File: config.mk
export PLATFORM = sky130hd
export DESIGN_NAME = trig_holdoff_sched
export DESIGN_NICKNAME = d
export VERILOG_FILES = /design/src/rtl/trig_sched_pkg.sv /design/src/rtl/rr_arbiter.sv /design/src/rtl/trig_holdoff_sched.sv
export SDC_FILE = /design/constraint.sdc
export NUM_CORES = 1
export LEC_CHECK = 0
export CAP_MARGIN = 20
export CORE_UTILIZATION = 47
export CTS_CLUSTER_SIZE = 20
export DETAILED_ROUTE_END_ITERATION = 10
export GPL_TIMING_DRIVEN = 0
export HOLD_SLACK_MARGIN = 0.06
export PLACE_DENSITY = 0.76
export SYNTH_ARGS = -nofsm -noshare
export SYNTH_HDL_FRONTEND = slang
export SYNTH_SLANG_ARGS = --single-unit
File: constraint.sdc
create_clock -name clock -period 2.3 [get_ports clock]
set_clock_uncertainty 0.2 [all_clocks]
set_input_delay 0.23 -clock clock [delete_from_list [all_inputs] [get_ports clock]]
set_output_delay 0.23 -clock clock [all_outputs]
set_load 0.01 [all_outputs]
File: src/rtl/trig_sched_pkg.sv
// Shared types and widths for the trigger holdoff scheduler.
package trig_sched_pkg;

   typedef enum logic [1:0] {
      IDLE    = 2'd0,
      ARMED   = 2'd1,
      HOLDOFF = 2'd2
   } state_t;

   localparam int TRIG_CNT_W = 32;
   localparam int MISS_CNT_W = 16;

endpackage

File: src/rtl/rr_arbiter.sv
// Combinational round-robin pick: first set request at or after ptr_i,
// wrapping modulo N_SRC.
module rr_arbiter #(
   parameter int N_SRC = 4,
   localparam int SRC_W = $clog2(N_SRC)
) (
   input  logic [N_SRC-1:0] req_i,
   input  logic [SRC_W-1:0] ptr_i,
   output logic             grant_valid_o,
   output logic [SRC_W-1:0] grant_idx_o
);

   logic [SRC_W:0] w_idx;

   // Walk offsets high to low so the lowest offset from ptr wins.
   always_comb begin
      grant_valid_o = 1'b0;
      grant_idx_o   = '0;
      w_idx         = '0;
      for (int i = N_SRC - 1; i >= 0; i--) begin
         w_idx = {1'b0, ptr_i} + (SRC_W+1)'(i);
         if (w_idx >= (SRC_W+1)'(N_SRC))
            w_idx = w_idx - (SRC_W+1)'(N_SRC);
         if (req_i[w_idx]) begin
            grant_valid_o = 1'b1;
            grant_idx_o   = w_idx[SRC_W-1:0];
         end
      end
   end

endmodule

File: src/rtl/trig_holdoff_sched.sv
// Multi-source trigger scheduler: edge detect, RR arbitration, holdoff.
// Define TRIG_HOLDOFF_SCHED_COUNT_EN to add trigger/miss counters.
module trig_holdoff_sched
   import trig_sched_pkg::*;
#(
   parameter int N_SRC     = 4,
   parameter int HOLDOFF_W = 16,
   localparam int SRC_W    = $clog2(N_SRC)
) (
   input  logic                 clock,
   input  logic                 reset,
   input  logic [N_SRC-1:0]     src_i,
   input  logic [N_SRC-1:0]     src_en_i,
   input  logic                 arm_i,
   input  logic                 disarm_i,
   input  logic                 continuous_i,
   input  logic [HOLDOFF_W-1:0] holdoff_i,
   output logic                 trig_o,
   output logic [SRC_W-1:0]     trig_src_o,
   output logic                 armed_o,
   output logic                 busy_o,
   output logic                 missed_o
`ifdef TRIG_HOLDOFF_SCHED_COUNT_EN
   ,
   output logic [TRIG_CNT_W-1:0] trig_count_o,
   output logic [MISS_CNT_W-1:0] miss_count_o
`endif
);

   state_t               r_state;
   logic [N_SRC-1:0]     r_src_d;
   logic [SRC_W-1:0]     r_ptr;
   logic [HOLDOFF_W-1:0] r_cnt;
   logic                 r_trig;
   logic [SRC_W-1:0]     r_trig_src;
   logic                 r_missed;

   logic [N_SRC-1:0]     w_rise;
   logic [N_SRC-1:0]     w_lose;
   logic                 w_gnt_vld;
   logic [SRC_W-1:0]     w_gnt;
   logic [SRC_W:0]       w_p1;
   logic [SRC_W-1:0]     w_ptr_nxt;
   logic                 w_accept;
   logic                 w_miss;
   logic                 w_arm_go;

   assign w_rise = src_i & ~r_src_d & src_en_i;
   assign w_lose = w_rise & ~(N_SRC'(1) << w_gnt);

   rr_arbiter #(.N_SRC(N_SRC)) u_arb (
      .req_i         (w_rise),
      .ptr_i         (r_ptr),
      .grant_valid_o (w_gnt_vld),
      .grant_idx_o   (w_gnt)
   );

   assign w_p1      = {1'b0, w_gnt} + (SRC_W+1)'(1);
   assign w_ptr_nxt = (w_p1 == (SRC_W+1)'(N_SRC)) ? '0 : w_p1[SRC_W-1:0];

   assign w_accept = !disarm_i && r_state == ARMED && w_gnt_vld;
   assign w_miss   = !disarm_i &&
                     ((r_state == ARMED && w_gnt_vld && |w_lose) ||
                      (r_state == HOLDOFF && |w_rise));
   assign w_arm_go = !disarm_i && r_state == IDLE && arm_i;

   always_ff @(posedge clock or posedge reset) begin
      if (reset) begin
         r_state    <= IDLE;
         r_src_d    <= '0;
         r_ptr      <= '0;
         r_cnt      <= '0;
         r_trig     <= 1'b0;
         r_trig_src <= '0;
         r_missed   <= 1'b0;
      end else begin
         r_src_d  <= src_i;
         r_trig   <= w_accept;
         r_missed <= w_miss;
         if (disarm_i) begin
            r_state <= IDLE;
            r_cnt   <= '0;
         end else begin
            case (r_state)
               IDLE: if (arm_i) r_state <= ARMED;
               ARMED: if (w_gnt_vld) begin
                  r_trig_src <= w_gnt;
                  r_ptr      <= w_ptr_nxt;
                  r_cnt      <= holdoff_i;
                  if (holdoff_i == '0)
                     r_state <= continuous_i ? ARMED : IDLE;
                  else
                     r_state <= HOLDOFF;
               end
               HOLDOFF: begin
                  if (r_cnt == HOLDOFF_W'(1))
                     r_state <= continuous_i ? ARMED : IDLE;
                  else
                     r_cnt <= r_cnt - HOLDOFF_W'(1);
               end
               default: r_state <= IDLE;
            endcase
         end
      end
   end

   assign trig_o     = r_trig;
   assign trig_src_o = r_trig_src;
   assign armed_o    = (r_state == ARMED);
   assign busy_o     = (r_state == HOLDOFF);
   assign missed_o   = r_missed;

`ifdef TRIG_HOLDOFF_SCHED_COUNT_EN
   logic [TRIG_CNT_W-1:0] r_trig_cnt;
   logic [MISS_CNT_W-1:0] r_miss_cnt;

   always_ff @(posedge clock or posedge reset) begin
      if (reset) begin
         r_trig_cnt <= '0;
         r_miss_cnt <= '0;
      end else if (w_arm_go) begin
         r_trig_cnt <= '0;
         r_miss_cnt <= '0;
      end else begin
         if (w_accept && r_trig_cnt != '1)
            r_trig_cnt <= r_trig_cnt + TRIG_CNT_W'(1);
         if (w_miss && r_miss_cnt != '1)
            r_miss_cnt <= r_miss_cnt + MISS_CNT_W'(1);
      end
   end

   assign trig_count_o = r_trig_cnt;
   assign miss_count_o = r_miss_cnt;
`else
   logic w_unused;
   assign w_unused = w_arm_go;
`endif

endmodule

==> flow_summary_export.csv <==
group,metric,value,unit
place,dp_hpwl,3408,um
setup_path,rr_endpoint,"missed_o",
logic_synthesis,synth_seq_area_share,0.3836,
pwr,p_sw,1.109,mW
timing,fin_crit_sh,0.9583,
timing,finalCriticalPeriod,2.204,ns
timing,worst_pin_slew,0.5754,ns
pwr,combPwrFrac,0.540,
pwr,power_frac_clock,0.125,
drt,detail-route-antenna-nets,0,
drt,via_count,1739,
timing,setup_viol,0,
clock_tree,clockBufferDepth,2,
logic_synthesis,yosys_warnings,0,
finish,syn_to_final_growth,33.56,%
clock_tree,cts_buffers,3,
clock_tree,cts_tree,"built",
logic_synthesis,synth_area_leaders,"dfrtp_1 38%, a21oi_1 4.9%, o21ai_0 4.9%, ha_1 4.1%, nor2_1 2.9%",
finish,stdcell_area,2440,um2
finish,fin_nets,281,
grt,antenna_found_initial,0,
setup_path,crit_fanout,5,
setup_path,cp-start-kind,"register",
logic_synthesis,syn_nets,230,
logic_synthesis,ys_async_sr_fraction,1.000,
grt,grt_use_total,0.2387,
timing,setup_tns,0,ns
floorplan,num_io_pins,35,
setup_path,cp_num_buf_inv,1,
drt,wire_per_inst,16.02,um
place,place.gp.congestion,0.8610,
finish,stdcell_count,293,
timing,drv_slew,0,
logic_synthesis,synth_top_area_frac,0.3836,
clock_tree,clk_latency,0.28,ns
logic_synthesis,ys_types,53,
setup_path,critPathArrivalTime,2.18,ns
clock_tree,path_clk_slew,0.10,ns
clock_tree,root_buffer,"clkbuf_8",
setup_path,critPathKind,"register to register",
pwr,p_int,1.361,mW
place,port_buffers,34,
drt,via_per_inst,5.935,
logic_synthesis,ys_seq_elements,28,
grt,grt_overflow,0,
floorplan,dieArea,4140,um2
floorplan,dieWidth,64.35,um
timing,max_freq,0.4537,GHz
logic_synthesis,synthFlopType,"dfrtp_1",
floorplan,start_util,0.4953,
grt,grt_pass1_wl,7617,um
drt,drc,0,
drt,first_iter_violations,170,
place,dp_cells,278,
flow_run,drv_cap,0,
pwr,seqPwrFrac,0.336,
logic_synthesis,syn_avg_cell_area,9.368,um2
timing,finalHoldViolations,0,
logic_synthesis,synth_area,1827,um2
place,placedInstanceArea,2255,um2
floorplan,rows,22,
logic_synthesis,syn_inst,195,
pwr,finalPower,2.470,mW
setup_path,required,2.28,ns
timing,relSlewSlack,0.6160,
pwr,peakVddDrop,551.2,uV
setup_path,slowest_delay,0.38,ns
clock_tree,htree_levels,1,
finish,antenna_cells,0,
setup_path,cp_slowest_cell,"dfrtp_1",
pwr,sw_frac_of_total,0.4489,
grt,grt_max_degree,17,
setup_path,r2r_slack,0.1,ns
setup_path,path_delay_family,"compound AO/OA/AOI/OAI gates",
logic_synthesis,synth_edf_count,0,
grt,grt_pass1_vias,1592,
floorplan,coreArea,3689,um2
run_status,outcome,"complete, no violations",
clock_tree,cts.sinks,28,
pwr,power_density,1012,nW/um2
logic_synthesis,synth_area_leader_cell,"dfrtp_1",
pwr,leakagePower,1.016,nW
setup_path,cp-end-kind,"register",
drt,first_pass_iters,4,
floorplan,die_h,64.35,um
finish,drive_gt1_frac,0.1796,
worst_hold_path,hp-class,"primary input to async pin",
setup_path,timing.rr.start,"r_src_d[3]",
setup_path,reg2reg_depth,9,
setup_path,crit_chain,"nand3b_1 -> nand2b_1 -> o21ai_0 -> a21oi_4 -> inv_1 -> ha_1 -> o22ai_1 -> o21ai_1 -> a211oi_1",
drt,wl,4695,um
logic make-up after synthesis:
logic type / share of synthesized area
AND/OR/NAND/NOR: 0.2226
flip-flops: 0.3836
adder cells (fa/ha/maj): 0.04109
multiplexers: 0.01781
buffers and inverters: 0.04520
AO/OA/AOI/OAI: 0.2897
cell type report:
class	instances	area, um2
fill	340	1249
clock buffer	4	55.05
tap	48	60.06
buffer	7	41.29
sequential	28	700.7
inverter	12	45.04
timing repair buffer	46	455.4
multi-input combinational	148	1082
cells in the final DEF, fill, tap and decap left out, drive strengths merged, types with 5 or more instances in the layout:
| master | n |
|---|---|
| a21oi | 20 |
| buf | 15 |
| clkbuf | 7 |
| clkdlybuf4s50 | 33 |
| dfrtp | 28 |
| ha | 6 |
| inv | 11 |
| nand2 | 9 |
| nor2 | 14 |
| nor3 | 5 |
| nor4 | 10 |
| o21ai | 29 |
| o22ai | 6 |
worst reg2reg max path, delay by kind of cell (launching register included):
kind	cells	cell delay, ns
AND/OR/NAND/NOR	2	0.37
adder cells (fa/ha/maj)	1	0.20
AO/OA/AOI/OAI	5	0.88
flip-flops	1	0.38
buffers and inverters	1	0.09
layer usage:
metal | global-route usage | part of all wire
met1 | 0.3461 | 0.48
met2 | 0.3671 | 0.47
met5 | 0 | 0
met3 | 0.02500 | 0.039
met4 | 0.08333 | 0.013
worst max-delay path by stage:
stage,from,end,depth (start not counted)
global placement,src_i[3],missed_o,9
floorplan,r_src_d[3],missed_o,8
finish,r_src_d[3],missed_o,9
detailed placement,src_i[3],missed_o,9
CTS,src_i[1],missed_o,10
global route,r_src_d[3],missed_o,9
sequential cells by signal (all words and copies together) (netlist names):
signal	flops
r_state	2
r_cnt	16
trig_o	1
r_src_d	4
trig_src_o	2
missed_o	1
r_ptr	2
power by group through the flow:
stage                     Clock (mW)  Combinational (mW)  Sequential [mW]
after floorplan                    0               0.922            0.784
after global placement             0                1.24            0.807
after detailed placement           0                1.26            0.811
after CTS                      0.317                1.27            0.804
after global routing           0.335                1.47            0.848
final                          0.308                1.33            0.829
cell usage after synthesis, types with 4 or more instances:
| cell | number |
|---|---|
| nor3_1 | 5 |
| a21oi_1 | 18 |
| nand2_1 | 9 |
| dfrtp_1 | 28 |
| ha_1 | 6 |
| o21ai_0 | 18 |
| o21ai_2 | 4 |
| nand3b_1 | 4 |
| nor3b_1 | 4 |
| nor2_1 | 14 |
| nor4_1 | 6 |
| nand2b_1 | 4 |
| o21ai_1 | 7 |
| inv_1 | 11 |
| o22ai_1 | 4 |
metrics by stage:
stage	setup WS [ns]	util	hold slack, ns
2_1_floorplan	0.1276	-	0.06143
3_3_place_gp	-0.3826	0.6038	0.2911
3_5_place_dp	-0.4532	0.6113	0.2995
4_1_cts	0.006825	0.6364	0.1192
5_1_grt	-0.03688	0.6615	0.1659
6_report	0.09592	0.6615	0.1036
what timing repair did:
item	in CTS	in global routing
pin swaps	5	3
resized for setup	2	11
setup endpoints to repair	9	15
endpoints found under the hold margin	0	1
hold buffers	0	1
setup buffers	4	6
Note: power is estimated with default switching activity, not from simulation.
